<file path="src/rtl/sha256_host.sv">
// Host-side sequencer for the byte-addressed SHA-256 core: pads one message block,
// loads it, starts the core, waits for completion and streams the digest out.
module sha256_host #(
  parameter int TIMEOUT_CYCLES = 255,
  parameter int MAX_MSG_BYTES  = 55
) (
  input  logic       i_clk,
  input  logic       i_rst,
  input  logic [7:0] i_msg_data,
  input  logic       i_msg_valid,
  input  logic       i_msg_last,
  output logic       o_msg_ready,
  output logic [7:0] o_dig_data,
  output logic       o_dig_valid,
  output logic       o_dig_last,
  input  logic       i_dig_ready,
  output logic       o_busy,
  output logic       o_err,
  output logic       o_core_rst_n,
  output logic [6:0] o_core_addr,
  output logic [7:0] o_core_data8,
  output logic       o_core_we,
  input  logic [7:0] i_core_data,
  input  logic       i_core_irq
);

  localparam int TW = $clog2(TIMEOUT_CYCLES + 1);

  // cnt is the byte index in LOAD/PAD and the digest byte index in READ
  typedef enum logic [2:0] {
    S_IDLE, S_CRST, S_LOAD, S_DRAIN, S_PAD, S_START, S_WAIT, S_READ
  } state_t;

  state_t        state, state_nxt;
  logic [5:0]    cnt, cnt_nxt;
  logic [5:0]    nbytes, nbytes_nxt;
  logic [TW-1:0] timer, timer_nxt;
  logic          err_nxt;
  logic          dig_valid_nxt, dig_last_nxt;
  logic [7:0]    dig_data_nxt;
  logic          core_en;

  always_ff @(posedge i_clk) begin
    if (i_rst) begin
      state       <= S_IDLE;
      cnt         <= '0;
      nbytes      <= '0;
      timer       <= '0;
      o_err       <= 1'b0;
      o_dig_valid <= 1'b0;
      o_dig_data  <= '0;
      o_dig_last  <= 1'b0;
      core_en     <= 1'b0;
    end else begin
      state       <= state_nxt;
      cnt         <= cnt_nxt;
      nbytes      <= nbytes_nxt;
      timer       <= timer_nxt;
      o_err       <= err_nxt;
      o_dig_valid <= dig_valid_nxt;
      o_dig_data  <= dig_data_nxt;
      o_dig_last  <= dig_last_nxt;
      core_en     <= 1'b1;
    end
  end

  // core_en keeps the core held in reset for as long as the host itself is in reset
  assign o_core_rst_n = core_en && (state != S_CRST);
  assign o_busy       = (state != S_IDLE);

  always_comb begin
    state_nxt     = state;
    cnt_nxt       = cnt;
    nbytes_nxt    = nbytes;
    timer_nxt     = timer;
    err_nxt       = o_err;
    dig_valid_nxt = o_dig_valid;
    dig_data_nxt  = o_dig_data;
    dig_last_nxt  = o_dig_last;
    o_msg_ready   = 1'b0;
    o_core_we     = 1'b0;
    o_core_addr   = '0;
    o_core_data8  = '0;

    case (state)
      S_IDLE: begin
        cnt_nxt = '0;
        if (i_msg_valid) state_nxt = S_CRST;
      end

      S_CRST: state_nxt = S_LOAD;

      S_LOAD: begin
        o_msg_ready = 1'b1;
        if (i_msg_valid) begin
          o_core_we    = 1'b1;
          o_core_addr  = 7'd63 - {1'b0, cnt};
          o_core_data8 = i_msg_data;
          cnt_nxt      = cnt + 6'd1;
          if (cnt == 6'd0) err_nxt = 1'b0;
          if (cnt == 6'(MAX_MSG_BYTES)) begin
            err_nxt   = 1'b1;
            state_nxt = i_msg_last ? S_IDLE : S_DRAIN;
          end else if (i_msg_last) begin
            nbytes_nxt = cnt + 6'd1;
            state_nxt  = S_PAD;
          end
        end
      end

      S_DRAIN: begin
        o_msg_ready = 1'b1;
        if (i_msg_valid && i_msg_last) state_nxt = S_IDLE;
      end

      S_PAD: begin
        o_core_we   = 1'b1;
        o_core_addr = 7'd63 - {1'b0, cnt};
        // bit length 8*n never exceeds 440, so only two length bytes are non-zero
        if (cnt == nbytes)      o_core_data8 = 8'h80;
        else if (cnt == 6'd62)  o_core_data8 = {7'd0, nbytes[5]};
        else if (cnt == 6'd63)  o_core_data8 = {nbytes[4:0], 3'd0};
        cnt_nxt = cnt + 6'd1;
        if (cnt == 6'd63) state_nxt = S_START;
      end

      S_START: begin
        o_core_we    = 1'b1;
        o_core_addr  = 7'd65;
        o_core_data8 = 8'h01;
        timer_nxt    = '0;
        state_nxt    = S_WAIT;
      end

      S_WAIT: begin
        timer_nxt = timer + TW'(1);
        if (i_core_irq) begin
          cnt_nxt   = '0;
          state_nxt = S_READ;
        end else if (timer == TW'(TIMEOUT_CYCLES - 1)) begin
          err_nxt   = 1'b1;
          state_nxt = S_IDLE;
        end
      end

      S_READ: begin
        o_core_addr = 7'd101 - {2'b00, cnt[4:0]};
        if (!o_dig_valid) begin
          dig_valid_nxt = 1'b1;
          dig_data_nxt  = i_core_data;
          dig_last_nxt  = (cnt == 6'd31);
        end else if (i_dig_ready) begin
          dig_valid_nxt = 1'b0;
          dig_last_nxt  = 1'b0;
          cnt_nxt       = cnt + 6'd1;
          if (o_dig_last) state_nxt = S_IDLE;
        end
      end

      default: state_nxt = S_IDLE;
    endcase
  end

endmodule

</file>
<file path="config.mk">
export PLATFORM = sky130hd
export DESIGN_NAME = sha256_host
export DESIGN_NICKNAME = d
export VERILOG_FILES = /design/src/rtl/sha256_host.sv
export SDC_FILE = /design/constraint.sdc
export NUM_CORES = 1
export LEC_CHECK = 0
export ABC_AREA = 1
export CELL_PAD_IN_SITES_DETAIL_PLACEMENT = 0
export CELL_PAD_IN_SITES_GLOBAL_PLACEMENT = 1
export CORE_UTILIZATION = 38
export DETAILED_ROUTE_END_ITERATION = 10
export PLACE_DENSITY = 0.95
export SYNTH_ARGS = -nofsm -noshare
export SYNTH_HDL_FRONTEND = slang
export SYNTH_SLANG_ARGS = --single-unit
</file>
<file path="constraint.sdc">
create_clock -name i_clk -period 3.45 [get_ports i_clk]
set_input_delay 1.035 -clock i_clk [delete_from_list [all_inputs] [get_ports i_clk]]
set_output_delay 1.035 -clock i_clk [all_outputs]
set_load 0.02 [all_outputs]
</file>
==> summary.md <==
| Metric | Value |
|---|---|
| CP max FO | 3 |
| Max-cap violations | 0 |
| Total negative slack | 0 ns |
| Area of the multi-input gates | 0.00135 mm2 |
| Status | completed |
| Number of global-route vias before repair | 2,209 |
| Crit Path Category | in -> out |
| P&R area growth vs syn | 30.2% |
| Final Hold Fails | 0 |
| Die extent in y | 79.0 um |
| Worst Hold Class | reg -> reg |
| Crit. End Element | primary output |
| Inst Count DP | 455 |
| Starting Density | 40.2% |
| Synth Register Bits | 35 |
| Num CTS Buffers | 5 |
| Seq/Total Area, Yosys | 31.1% |
| TritonCTS clock tree | done |
| DRT Pass-1 Iters | 5 |
| Post-route ant nets | 0 |
| RSZ-0062 raised after global routing | no |
| Fin cells | approximately 460 |
| Setup Viol. Count Final | 0 |
| Worst Path Required | 2.41 ns |
| Routed via count | 2,339 |
| Final Skew | between 0.01 and 0.015 ns |
| Die X | 79.0 um |
| Placer Congestion | 0.876 |
| Cell Area, Placed | 0.00287 mm2 |
| Fmax | 294 MHz |
| Setup WS pre-CTS | -0.290 ns |
| # IOs | 52 |
| Tcrit/Tclk final | 98.7% |
| Hpwl dp | 4.41 mm |
| Cell area after synthesis | roughly 0.0023 mm2 |
| Filler cell count | 605 |
| Fraction of layout cells with a size suffix above 1 | 14.6% |
| Critical path arrival | 2.37 ns |
| Cells along the critical path | clkdlybuf4s50_1, buf_4, nand2_1, nor2_1, clkdlybuf4s50_1 |
| Least-Margin Pin Slew | 0.672 ns |
| Initial DRC count | approximately 120 |
| CP max-delay cell | clkdlybuf4s50_1 |
| Worst setup margin | 0.0449 ns |
| Tot Pwr | 1.58 mW |
| Relative slew slack | 55.2% |
| CP top delay family | buffers and inverters |
| Remaining Overflow, GRT | 0 |
| Clock latency on the worst-skew pair | approximately 0.3 ns |
| Initial antenna violation count | 0 |
| Htree depth | 2 |
| # diodes | 0 |
| Wire per inst | 12.7 um |
| Hold-fix buffers at CTS | 0 |
| Total Routing Usage GR | 20.8% |
| First-pass GRT wire length | 10.2 mm |
| Largest stage delay, worst path | 0.60 ns |
| Pin count of the biggest net entering global routing | 25 |
| Number of buffers and inverters on the critical path | 3 |
| Worst ir drop on vdd | 282 uV |
| CTS sink cnt | 35 |
| Worst Setup Start Kind | primary input |
| Worst-path clk slew | 0.08 ns |
| Clock root cell | clkbuf_8 |
| Synth unique cells | 32 |
| Storage cell area | 701 um2 |
| Lkg Pwr | 1.31 nW |
| Layout Nets | 419 |
| Remaining routing DRC violations | 0 |
| Pwr/cell area | 537 mW/mm2 |
| Syn Area/Cell | just under 7 um2 |
| Bufs on Longest Clock Path | 2 |
| Most frequent CP cell | clkdlybuf4s50_1 |
| PortBufs | 51 |
| Max Transition Viols Final | 0 |
| Die area | between 0.006 and 0.007 mm2 |
| Cell area after layout | approximately 0.0029 mm2 |
| Minimum clock period | 3.41 ns |
| Placeable Area | roughly 0.0056 mm2 |
| Vias per cell | 5.05 |
| DRT Wirelength | 5.88 mm |
| Rows | 27 |
| Synthesized Nets | 358 |
| Syn Inst Count | between 300 and 400 |
| Synth warn | 0 |
routing by layer:
metal | routed length [um] | track usage, %
met1 | 2690 | 27.2
met2 | 2650 | 33.4
met3 | 460 | 5.06
met4 | 82 | 6.73
met5 | 0 | 0
path summary, 6_finish.rpt:
check | start | to | slack, ns | cells past startpoint
max reg2reg | cnt[0] | state[2] | 1.75 | 8
min | timer[7] | timer[7] | 0.48 | 2
max | i_msg_valid | o_core_data8[1] | 0.04 | 5
min reg2reg | timer[7] | timer[7] | 0.48 | 2
synth_stat cells, drive strengths merged:
cell | n | area, um2
o22ai | 3 | 18.8
nand3 | 20 | 120
or2 | 1 | 6.26
o21ai | 23 | 115
o41ai | 1 | 8.76
a21oi | 29 | 149
ha | 7 | 87.6
xor2 | 7 | 61.3
and2 | 1 | 6.26
nor2 | 52 | 273
nand4 | 16 | 100
xnor2 | 1 | 8.76
dfxtp | 35 | 701
clkbuf | 2 | 7.51
buf | 5 | 48.8
nand2 | 84 | 350
inv | 36 | 140
nor3 | 4 | 36.3
o21bai | 1 | 7.51
dlygate4sd1 | 1 | 8.76
tightest hold or removal path, cell delays in order, from the launching register on:
cell	delay, ns
dfxtp_1	0.32
nand2_1	0.06
a21oi_1	0.06
state kept, by name, indices dropped and copies added, names as in the netlist:
name and cells:
cnt 6, o_err 1, state 3, core_en 1, timer 8, o_dig_valid 1
o_dig_last 1, nbytes 6, o_dig_data 8
power by group:
part	switching (mW)	leakage, nW	internal, mW
Clock	0.156	0.0515	0.182
Sequential	0.0728	0.283	0.441
Combinational	0.456	0.978	0.269
layout by cell type, fill, tap and decap left out, types with 2 or more instances in the layout:
master,count
nand2_1,76
nor3_1,2
nand2_4,3
clkbuf_2,4
inv_2,6
xor2_1,7
clkbuf_8,7
o22ai_1,3
nor2_1,42
a21oi_1,28
nand2_2,5
ha_1,7
nand3_2,4
inv_4,2
clkdlybuf4s50_1,37
buf_2,2
nand3_1,16
nor2_8,2
dfxtp_1,35
inv_1,28
o21ai_0,23
dlygate4sd2_1,7
nor2_2,3
buf_4,11
nand4_1,16
nor2_4,5
through the flow:
step | util (%) | hold slack, ns
finish | 52.4 | 0.480
global route | 52.4 | 0.508
CTS | 52.8 | 0.483
detailed placement | 51.2 | 0.471
global placement | 51.2 | 0.455
floorplan | - | 0.443
final cells by class:
class / instances / share of cell area, %
clock buffer: 8 / 3.41
sequential: 35 / 23.9
timing repair buffer: 62 / 19.0
tap: 72 / 3.07
inverter: 36 / 4.77
multi-input combinational: 250 / 45.9
cells by family (layout without fill, tap and decap cells):
group / count (synthesis) / after routing / synth area share (%)
simple gates: 178 / 178 / 39.6
buf+inv: 44 / 106 / 9.10
xor+xnor: 8 / 8 / 3.11
flops: 35 / 35 / 31.1
fa+ha+maj: 7 / 7 / 3.88
compound gates: 57 / 57 / 13.3
timing repair:
action | 4_1_cts | 5_1_grt
setup endpoints to repair | 13 | 7
buffers inserted | 0 | 0
resized for setup | 18 | 11
cloned | 0 | 0
Note: power is estimated with default switching activity, not from simulation.
